`config.mk`:
```
export PLATFORM = sky130hd
export DESIGN_NAME = hazard_ctrl
export DESIGN_NICKNAME = d
export VERILOG_FILES = /design/src/rtl/hazard_pkg.sv /design/src/rtl/hz_countdown.sv /design/src/rtl/hazard_ctrl.sv
export SDC_FILE = /design/constraint.sdc
export NUM_CORES = 1
export LEC_CHECK = 0
export ABC_AREA = 1
export ABC_CLOCK_PERIOD_IN_PS = 4300
export BUFFER_PORTS_ARGS = -buffer_cell sky130_fd_sc_hd__buf_2
export CAP_MARGIN = 30
export CORE_AREA = 2 2 39 41
export CTS_CLUSTER_SIZE = 10
export DETAILED_ROUTE_END_ITERATION = 10
export DIE_AREA = 0 0 41 43
export PLACE_DENSITY_LB_ADDON = 0.1
export SLEW_MARGIN = 25
export SYNTH_ARGS = -nofsm -noshare
export SYNTH_HDL_FRONTEND = slang
export SYNTH_SLANG_ARGS = --single-unit
export TNS_END_PERCENT = 100
```
`constraint.sdc`:
```
create_clock -name clk -period 4.3 [get_ports clk]
set_clock_uncertainty 0.15 [all_clocks]
set_input_delay 1.075 -clock clk [delete_from_list [all_inputs] [get_ports clk]]
set_output_delay 1.075 -clock clk [all_outputs]
set_load 0.02 [all_outputs]
```
`src/rtl/hazard_pkg.sv`:
```
// hazard_pkg: shared types and constants for the LEGv8 pipeline hazard
// controller (hazard_ctrl) and its countdown sub-module (hz_countdown).
//   hz_state_t : controller FSM state encoding (RUN, FLUSH, MULTI)
//   XZR        : architectural zero register, never a real data dependence
//   CNT_W      : width of the shared FLUSH/MULTI down-counter
package hazard_pkg;

  localparam int CNT_W = 4;
  localparam logic [4:0] XZR = 5'd31;

  typedef enum logic [1:0] {
    RUN   = 2'd0,
    FLUSH = 2'd1,
    MULTI = 2'd2
  } hz_state_t;

endpackage

```
`src/rtl/hz_countdown.sv`:
```
// hz_countdown: loadable down-counter shared by the FLUSH and MULTI states.
// A load takes priority over a decrement; the count never wraps below 0.
// Ports:
//   clk      in   clock, rising edge
//   reset    in   asynchronous active-high reset, clears cnt to 0
//   load     in   capture load_val on the next edge
//   load_val in   value to load
//   dec      in   decrement by one on the next edge (ignored when load=1)
//   cnt      out  current count
module hz_countdown
  import hazard_pkg::*;
(
  input  logic             clk,
  input  logic             reset,
  input  logic             load,
  input  logic [CNT_W-1:0] load_val,
  input  logic             dec,
  output logic [CNT_W-1:0] cnt
);

  // NOTE: sequential state is assigned with non-blocking (<=) so every
  // flop samples pre-edge values regardless of block evaluation order.
  always_ff @(posedge clk or posedge reset) begin
    if (reset) begin
      cnt <= '0;
    end else if (load) begin
      cnt <= load_val;
    end else if (dec && (cnt != '0)) begin
      cnt <= cnt - CNT_W'(1);
    end
  end

endmodule

```
`src/rtl/hazard_ctrl.sv`:
```
// hazard_ctrl: pipeline hazard controller for the 5-stage LEGv8 core.
// Sequences the PC, IF/ID and ID/EX registers around load-use stalls,
// taken-branch flushes and multi-cycle EX operations.
// Optional feature macro: HAZARD_PERF_EN adds stall_cycles / flush_cycles
// performance counters.
// Parameters:
//   MUL_CYCLES  total EX occupancy of a multi-cycle op (2..8)
//   BR_FLUSH    cycles IF_ID_flush is held after a taken branch (1..4)
// Ports:
//   clk, reset                 clock / async active-high reset
//   ID_valid, ID_Rn, ID_Rm,
//   ID_uses_Rm                 ID stage instruction fields
//   EX_valid, EX_MemRead,
//   EX_Rd, br_taken,
//   ex_multi_start             EX stage instruction fields
//   PC_en, IF_ID_en, ID_EX_en  register enables (1 = advance)
//   IF_ID_flush, ID_EX_bubble,
//   EX_MEM_bubble              NOP injection controls
//   ex_done                    last cycle of a multi-cycle op
//   busy                       FSM is outside RUN
//   stall_cycles, flush_cycles (HAZARD_PERF_EN only) event counters
// Outputs are Mealy in RUN and Moore in FLUSH / MULTI.
module hazard_ctrl
  import hazard_pkg::*;
#(
  parameter int MUL_CYCLES = 4,
  parameter int BR_FLUSH   = 1
) (
  input  logic        clk,
  input  logic        reset,
  input  logic        ID_valid,
  input  logic [4:0]  ID_Rn,
  input  logic [4:0]  ID_Rm,
  input  logic        ID_uses_Rm,
  input  logic        EX_valid,
  input  logic        EX_MemRead,
  input  logic [4:0]  EX_Rd,
  input  logic        br_taken,
  input  logic        ex_multi_start,
  output logic        PC_en,
  output logic        IF_ID_en,
  output logic        IF_ID_flush,
  output logic        ID_EX_en,
  output logic        ID_EX_bubble,
  output logic        EX_MEM_bubble,
  output logic        ex_done,
  output logic        busy
`ifdef HAZARD_PERF_EN
  ,
  output logic [31:0] stall_cycles,
  output logic [31:0] flush_cycles
`endif
);

  localparam logic [CNT_W-1:0] BR_LOAD  = CNT_W'(BR_FLUSH - 1);
  localparam logic [CNT_W-1:0] MUL_LOAD = CNT_W'(MUL_CYCLES - 1);

  hz_state_t        state;
  hz_state_t        next_state;
  logic [CNT_W-1:0] cnt;
  logic             cnt_load;
  logic [CNT_W-1:0] cnt_load_val;
  logic             cnt_dec;

  logic br_hit;
  logic multi_hit;
  logic lu_hit;

  assign br_hit    = br_taken & EX_valid;
  assign multi_hit = ex_multi_start & EX_valid;
  assign lu_hit    = EX_MemRead & EX_valid & ID_valid & (EX_Rd != XZR) &
                     ((EX_Rd == ID_Rn) | (ID_uses_Rm & (EX_Rd == ID_Rm)));

  hz_countdown u_cnt (
    .clk      (clk),
    .reset    (reset),
    .load     (cnt_load),
    .load_val (cnt_load_val),
    .dec      (cnt_dec),
    .cnt      (cnt)
  );

  // NOTE: every signal driven here gets a default first so no path through
  // the case leaves it unassigned, which would infer a latch.
  always_comb begin
    PC_en         = 1'b1;
    IF_ID_en      = 1'b1;
    ID_EX_en      = 1'b1;
    IF_ID_flush   = 1'b0;
    ID_EX_bubble  = 1'b0;
    EX_MEM_bubble = 1'b0;
    ex_done       = 1'b0;
    next_state    = state;
    cnt_load      = 1'b0;
    cnt_load_val  = '0;
    cnt_dec       = 1'b0;

    case (state)
      RUN: begin
        // Mealy events are masked while reset is held so the outputs show
        // their idle values for the whole reset window.
        if (!reset) begin
          if (br_hit) begin
            IF_ID_flush  = 1'b1;
            ID_EX_bubble = 1'b1;
            if (BR_FLUSH > 1) begin
              next_state   = FLUSH;
              cnt_load     = 1'b1;
              cnt_load_val = BR_LOAD;
            end
          end else if (multi_hit) begin
            PC_en         = 1'b0;
            IF_ID_en      = 1'b0;
            ID_EX_en      = 1'b0;
            EX_MEM_bubble = 1'b1;
            next_state    = MULTI;
            cnt_load      = 1'b1;
            cnt_load_val  = MUL_LOAD;
          end else if (lu_hit) begin
            // Single stall: next cycle EX holds the bubble, so the hazard
            // cannot re-fire for the same pair.
            PC_en        = 1'b0;
            IF_ID_en     = 1'b0;
            ID_EX_bubble = 1'b1;
          end
        end
      end

      FLUSH: begin
        IF_ID_flush  = 1'b1;
        ID_EX_bubble = 1'b1;
        if (br_hit) begin
          // A younger taken branch restarts the flush window.
          cnt_load     = 1'b1;
          cnt_load_val = BR_LOAD;
        end else begin
          cnt_dec = 1'b1;
          if (cnt <= CNT_W'(1)) begin
            next_state = RUN;
          end
        end
      end

      MULTI: begin
        cnt_dec = 1'b1;
        if (cnt > CNT_W'(1)) begin
          PC_en         = 1'b0;
          IF_ID_en      = 1'b0;
          ID_EX_en      = 1'b0;
          EX_MEM_bubble = 1'b1;
        end else begin
          ex_done    = 1'b1;
          next_state = RUN;
        end
      end

      default: begin
        next_state = RUN;
      end
    endcase
  end

  assign busy = (state != RUN);

  always_ff @(posedge clk or posedge reset) begin
    if (reset) begin
      state <= RUN;
    end else begin
      state <= next_state;
    end
  end

`ifdef HAZARD_PERF_EN
  always_ff @(posedge clk or posedge reset) begin
    if (reset) begin
      stall_cycles <= '0;
      flush_cycles <= '0;
    end else begin
      if (!PC_en) begin
        stall_cycles <= stall_cycles + 32'd1;
      end
      if (IF_ID_flush) begin
        flush_cycles <= flush_cycles + 32'd1;
      end
    end
  end
`endif

endmodule

```
==> results list <==
- Result of the run: finished, final reports clean
- Sum of routed wire segments on met1: 492 microns
* Routed length on met3: 70 microns
- Netlist area before placement: 560.5 sq um
- The worst setup path is launched from an input pin.
* Area of the core: about 1400 sq um
* Setup-violating endpoint count in the final report: 0
- The tree is rooted in a sky130_fd_sc_hd__clkbuf_4.
* Mean area per synthesized cell: between 5 and 6 sq um
- HPWL reported at the end of detailed placement: 1058 microns
- From synthesis to final layout, the design area changed by 33.71%.
- After clock tree synthesis, the repair step resized 0 gates.
* Critical path data required time: between 3 and 4 ns
- Across the run, the number of max-cap violations was 0.
- The die is 43 microns tall.
* Clk sinks: 5
- 31 I/O pins were placed.
- Most frequent standard cell in the layout excluding fill and tap cells: sky130_fd_sc_hd__nand2_1
- The pre-antenna-repair detailed-routing pass consisted of 3 iterations.
* Shortest period the worst path allows: 3.166 ns
* Instance count of the mapped netlist: between 100 and 150
* Antenna fix cells: 0
* EDFF count, synth: 0
* Layout Nets: ~160
* Tightest slew margin relative to the limit: about 86%
- Transition time at the pin with the least slew margin: between 0.2 and 0.25 ns
- WL met2: 600 microns
* Share of the synthesized area in the top cell type: between 20% and 30%
* Weighted congestion reported at the end of routability-driven placement: ~0.69
- In the synthesized netlist the dominant register cell turns out to be sky130_fd_sc_hd__dfrtp_1.
- Floorplan die width: 41 microns
- CTS built an H-tree with a depth of 1.
- Critical path buffers and inverters: 4
- Static timing analysis puts the maximum clock frequency at roughly 320 MHz.
- Wire length of the first global-routing pass: 2132 microns
- Synthesized Nets: ~130
- In the routed design, unresolved DRC markers number 0.
* Series of cell instances along the critical path: buf_2, inv_1, nand2_1, nand2_1, nor2_1, nand3_1, nand2_1, nand3_1, nand2_1, inv_1, buf_2
- Global routing usage summed across all routing layers: 17.67%
- Detailed router's first-iteration violation count: 2
- Summing the sequential cell areas from Yosys gives between 20% and 30% of the chip area.
- The largest single stage delay on the critical path is roughly 0.15 ns.
* Pin count of the biggest net entering global routing: 7
- Of the total synthesized cell area, the portion taken by full adders, half adders and majority gates is roughly 4.5%.
- Asr flop ratio synth: 100.0%
- Number of distinct library cell variants in the gate-level netlist after synthesis: 18
- At the later pin of the worst-skew pair, clock insertion delay measures 0.25 ns.
- Final hold vios: 0
* Placement Cell Area: between 700 and 800 sq um
- After synthesis, the cell types taking the most area are sky130_fd_sc_hd__nand2_1, sky130_fd_sc_hd__dfrtp_1, sky130_fd_sc_hd__inv_1.
- Count of pins over their slew limit: 0
- Of all cell types, the one taking the most synthesized area is sky130_fd_sc_hd__nand2_1.
* Kind of end point of the critical path: output pin
- Slowest cell on the critical path: sky130_fd_sc_hd__buf_2
* Total number of vias: between 600 and 700
- The initial utilization of the core area, before any placement, comes to approximately two fifths.
- The top cell types in the final layout, fill and taps aside, are sky130_fd_sc_hd__nand2_1, sky130_fd_sc_hd__buf_2, sky130_fd_sc_hd__inv_1.
- The synthesized netlist devotes 6.027% of its cell area to compound gates.
* Crit path arrival time: roughly 1.9 ns
* Number of setup buffers added after CTS: 0
* Clock transition at the registers of the reported paths: 0.04 ns
* Multiplexer share of the synthesized area: 0%
* Number of buffers inserted by hold repair at cts: 0
- Post-route setup TNS: 0 ns
- The count of buffers added on input and output ports is 30.
- Summed over all cells, the static leakage comes to around 0.50 nW.
- The number of clock buffers added by TritonCTS is 3.
- Post-Route Utilization: around 54%
- Number of nets with antenna violations after detailed routing: 0
- RSZ-0062 raised after global routing: false
* Worst IR drop on VDD: 0.0001314 V
- The initial antenna violation count came to 0.
* Number of flip-flops and latches in the synthesized netlist: 5
- Total congestion overflow after global routing: 0
- Most used cell along the critical path: sky130_fd_sc_hd__nand2_1
* Total routed wirelength: 1208 microns
- Average routed wire per standard cell: roughly 8.0 microns
- The path class of the tightest hold or removal check is reg2reg.
- Maximum fanout along the worst path: 3
- The worst path uses roughly three quarters of the clock period.
- On the final layout, the worst hold slack is ~0.38 ns.
* PD cells: 471.8 nW/um^2
- The post-route netlist has between 30% and 40% of its cells at a drive strength greater than 1.
- Total of warnings raised by yosys: 0
- Grouping stages by cell kind, the critical path spends the most delay in simple AND/OR/NAND/NOR gates.
- The floorplan step defined a die boundary enclosing approximately 1800 sq um.
- Post-route cell area: 749.5 sq um
- Standard-cell rows: 14
- Clock tree from TritonCTS: done
- In this run the top signal layer used is met4.
* DR vias/cell: 4.464
- No sink is reached through more buffers than the 2 on the longest clock path.
* Main combinational cell family by area after synthesis: simple AND/OR/NAND/NOR gates
- Simple-gate portion of the synthesized area: a little under half
- Synth Area in XOR/XNOR: ~4.7%
- The critical path is of the in2out type.
- Vias in the first global route: 583
area by class of cell:
type / count / area [sq um]
Fill cell: 145 / 634.4
Multi-Input combinational cell: 72 / 337.8
Timing Repair Buffer: 30 / 150.1
Sequential cell: 5 / 125.1
Inverter: 24 / 90.09
Clock buffer: 4 / 26.28
Tap cell: 16 / 20.02
where the power goes:
part	switching [mW]	internal, mW	leakage [nW]
Sequential	0.0163	0.0681	0.0619
Clock	0.0202	0.0351	0.0150
Combinational	0.135	0.0784	0.419
Total	0.172	0.182	0.496
per-layer routing:
layer / up-vias / GRT usage, %
met2: 21 / 28.75
met1: 279 / 18.97
met3: 5 / 2.094
met5: - / 0
met4: 0 / 14.00
li1: 369 / -
cell usage after synthesis (all sizes together) (2+ instances only):
| library cell | n |
|---|---|
| ha | 2 |
| nor2 | 16 |
| xnor2 | 2 |
| o21ai | 4 |
| nand2 | 36 |
| nand3 | 8 |
| dfrtp | 5 |
| inv | 24 |
worst paths after layout:
check                             startpoint      endpoint  slack [ns]  depth (start not counted)
max in group asynchronous              reset  u_cnt.cnt[2]        3.24                          2
min in group asynchronous              reset      state[1]        0.59                          2
worst max register to register  u_cnt.cnt[0]  u_cnt.cnt[0]        2.85                          7
worst min-delay path            u_cnt.cnt[1]  u_cnt.cnt[1]        0.38                          2
worst min register to register  u_cnt.cnt[1]  u_cnt.cnt[1]        0.38                          2
worst max-delay path                EX_Rd[1]         PC_en        1.13                         11
cell families after synthesis:
group / Yosys count
compound gates: 6
xor+xnor: 3
simple gates: 61
flops: 5
buf+inv: 25
fa+ha+maj: 2
per-stage QoR:
step / setup slack (ns) / total power, mW / std cells
finish: 1.134 / 0.3536 / 151
global route: 1.014 / 0.3927 / 151
CTS: 1.119 / 0.3569 / 151
detailed placement: 1.119 / 0.3005 / 147
global placement: 1.140 / 0.2956 / 147
floorplan: 1.200 / 0.2439 / 102
sequential cells by signal, summed over array words and instances (netlist names):
name / count
u_cnt.cnt: 4
state: 1
worst reg2reg max path: cells and delay by family (launching register included):
family	cells	cell delay, ns
compound gates	1	0.08
simple gates	3	0.31
buf+inv	2	0.18
fa+ha+maj	1	0.21
flops	1	0.39
Power figures use the tool's default switching activity.
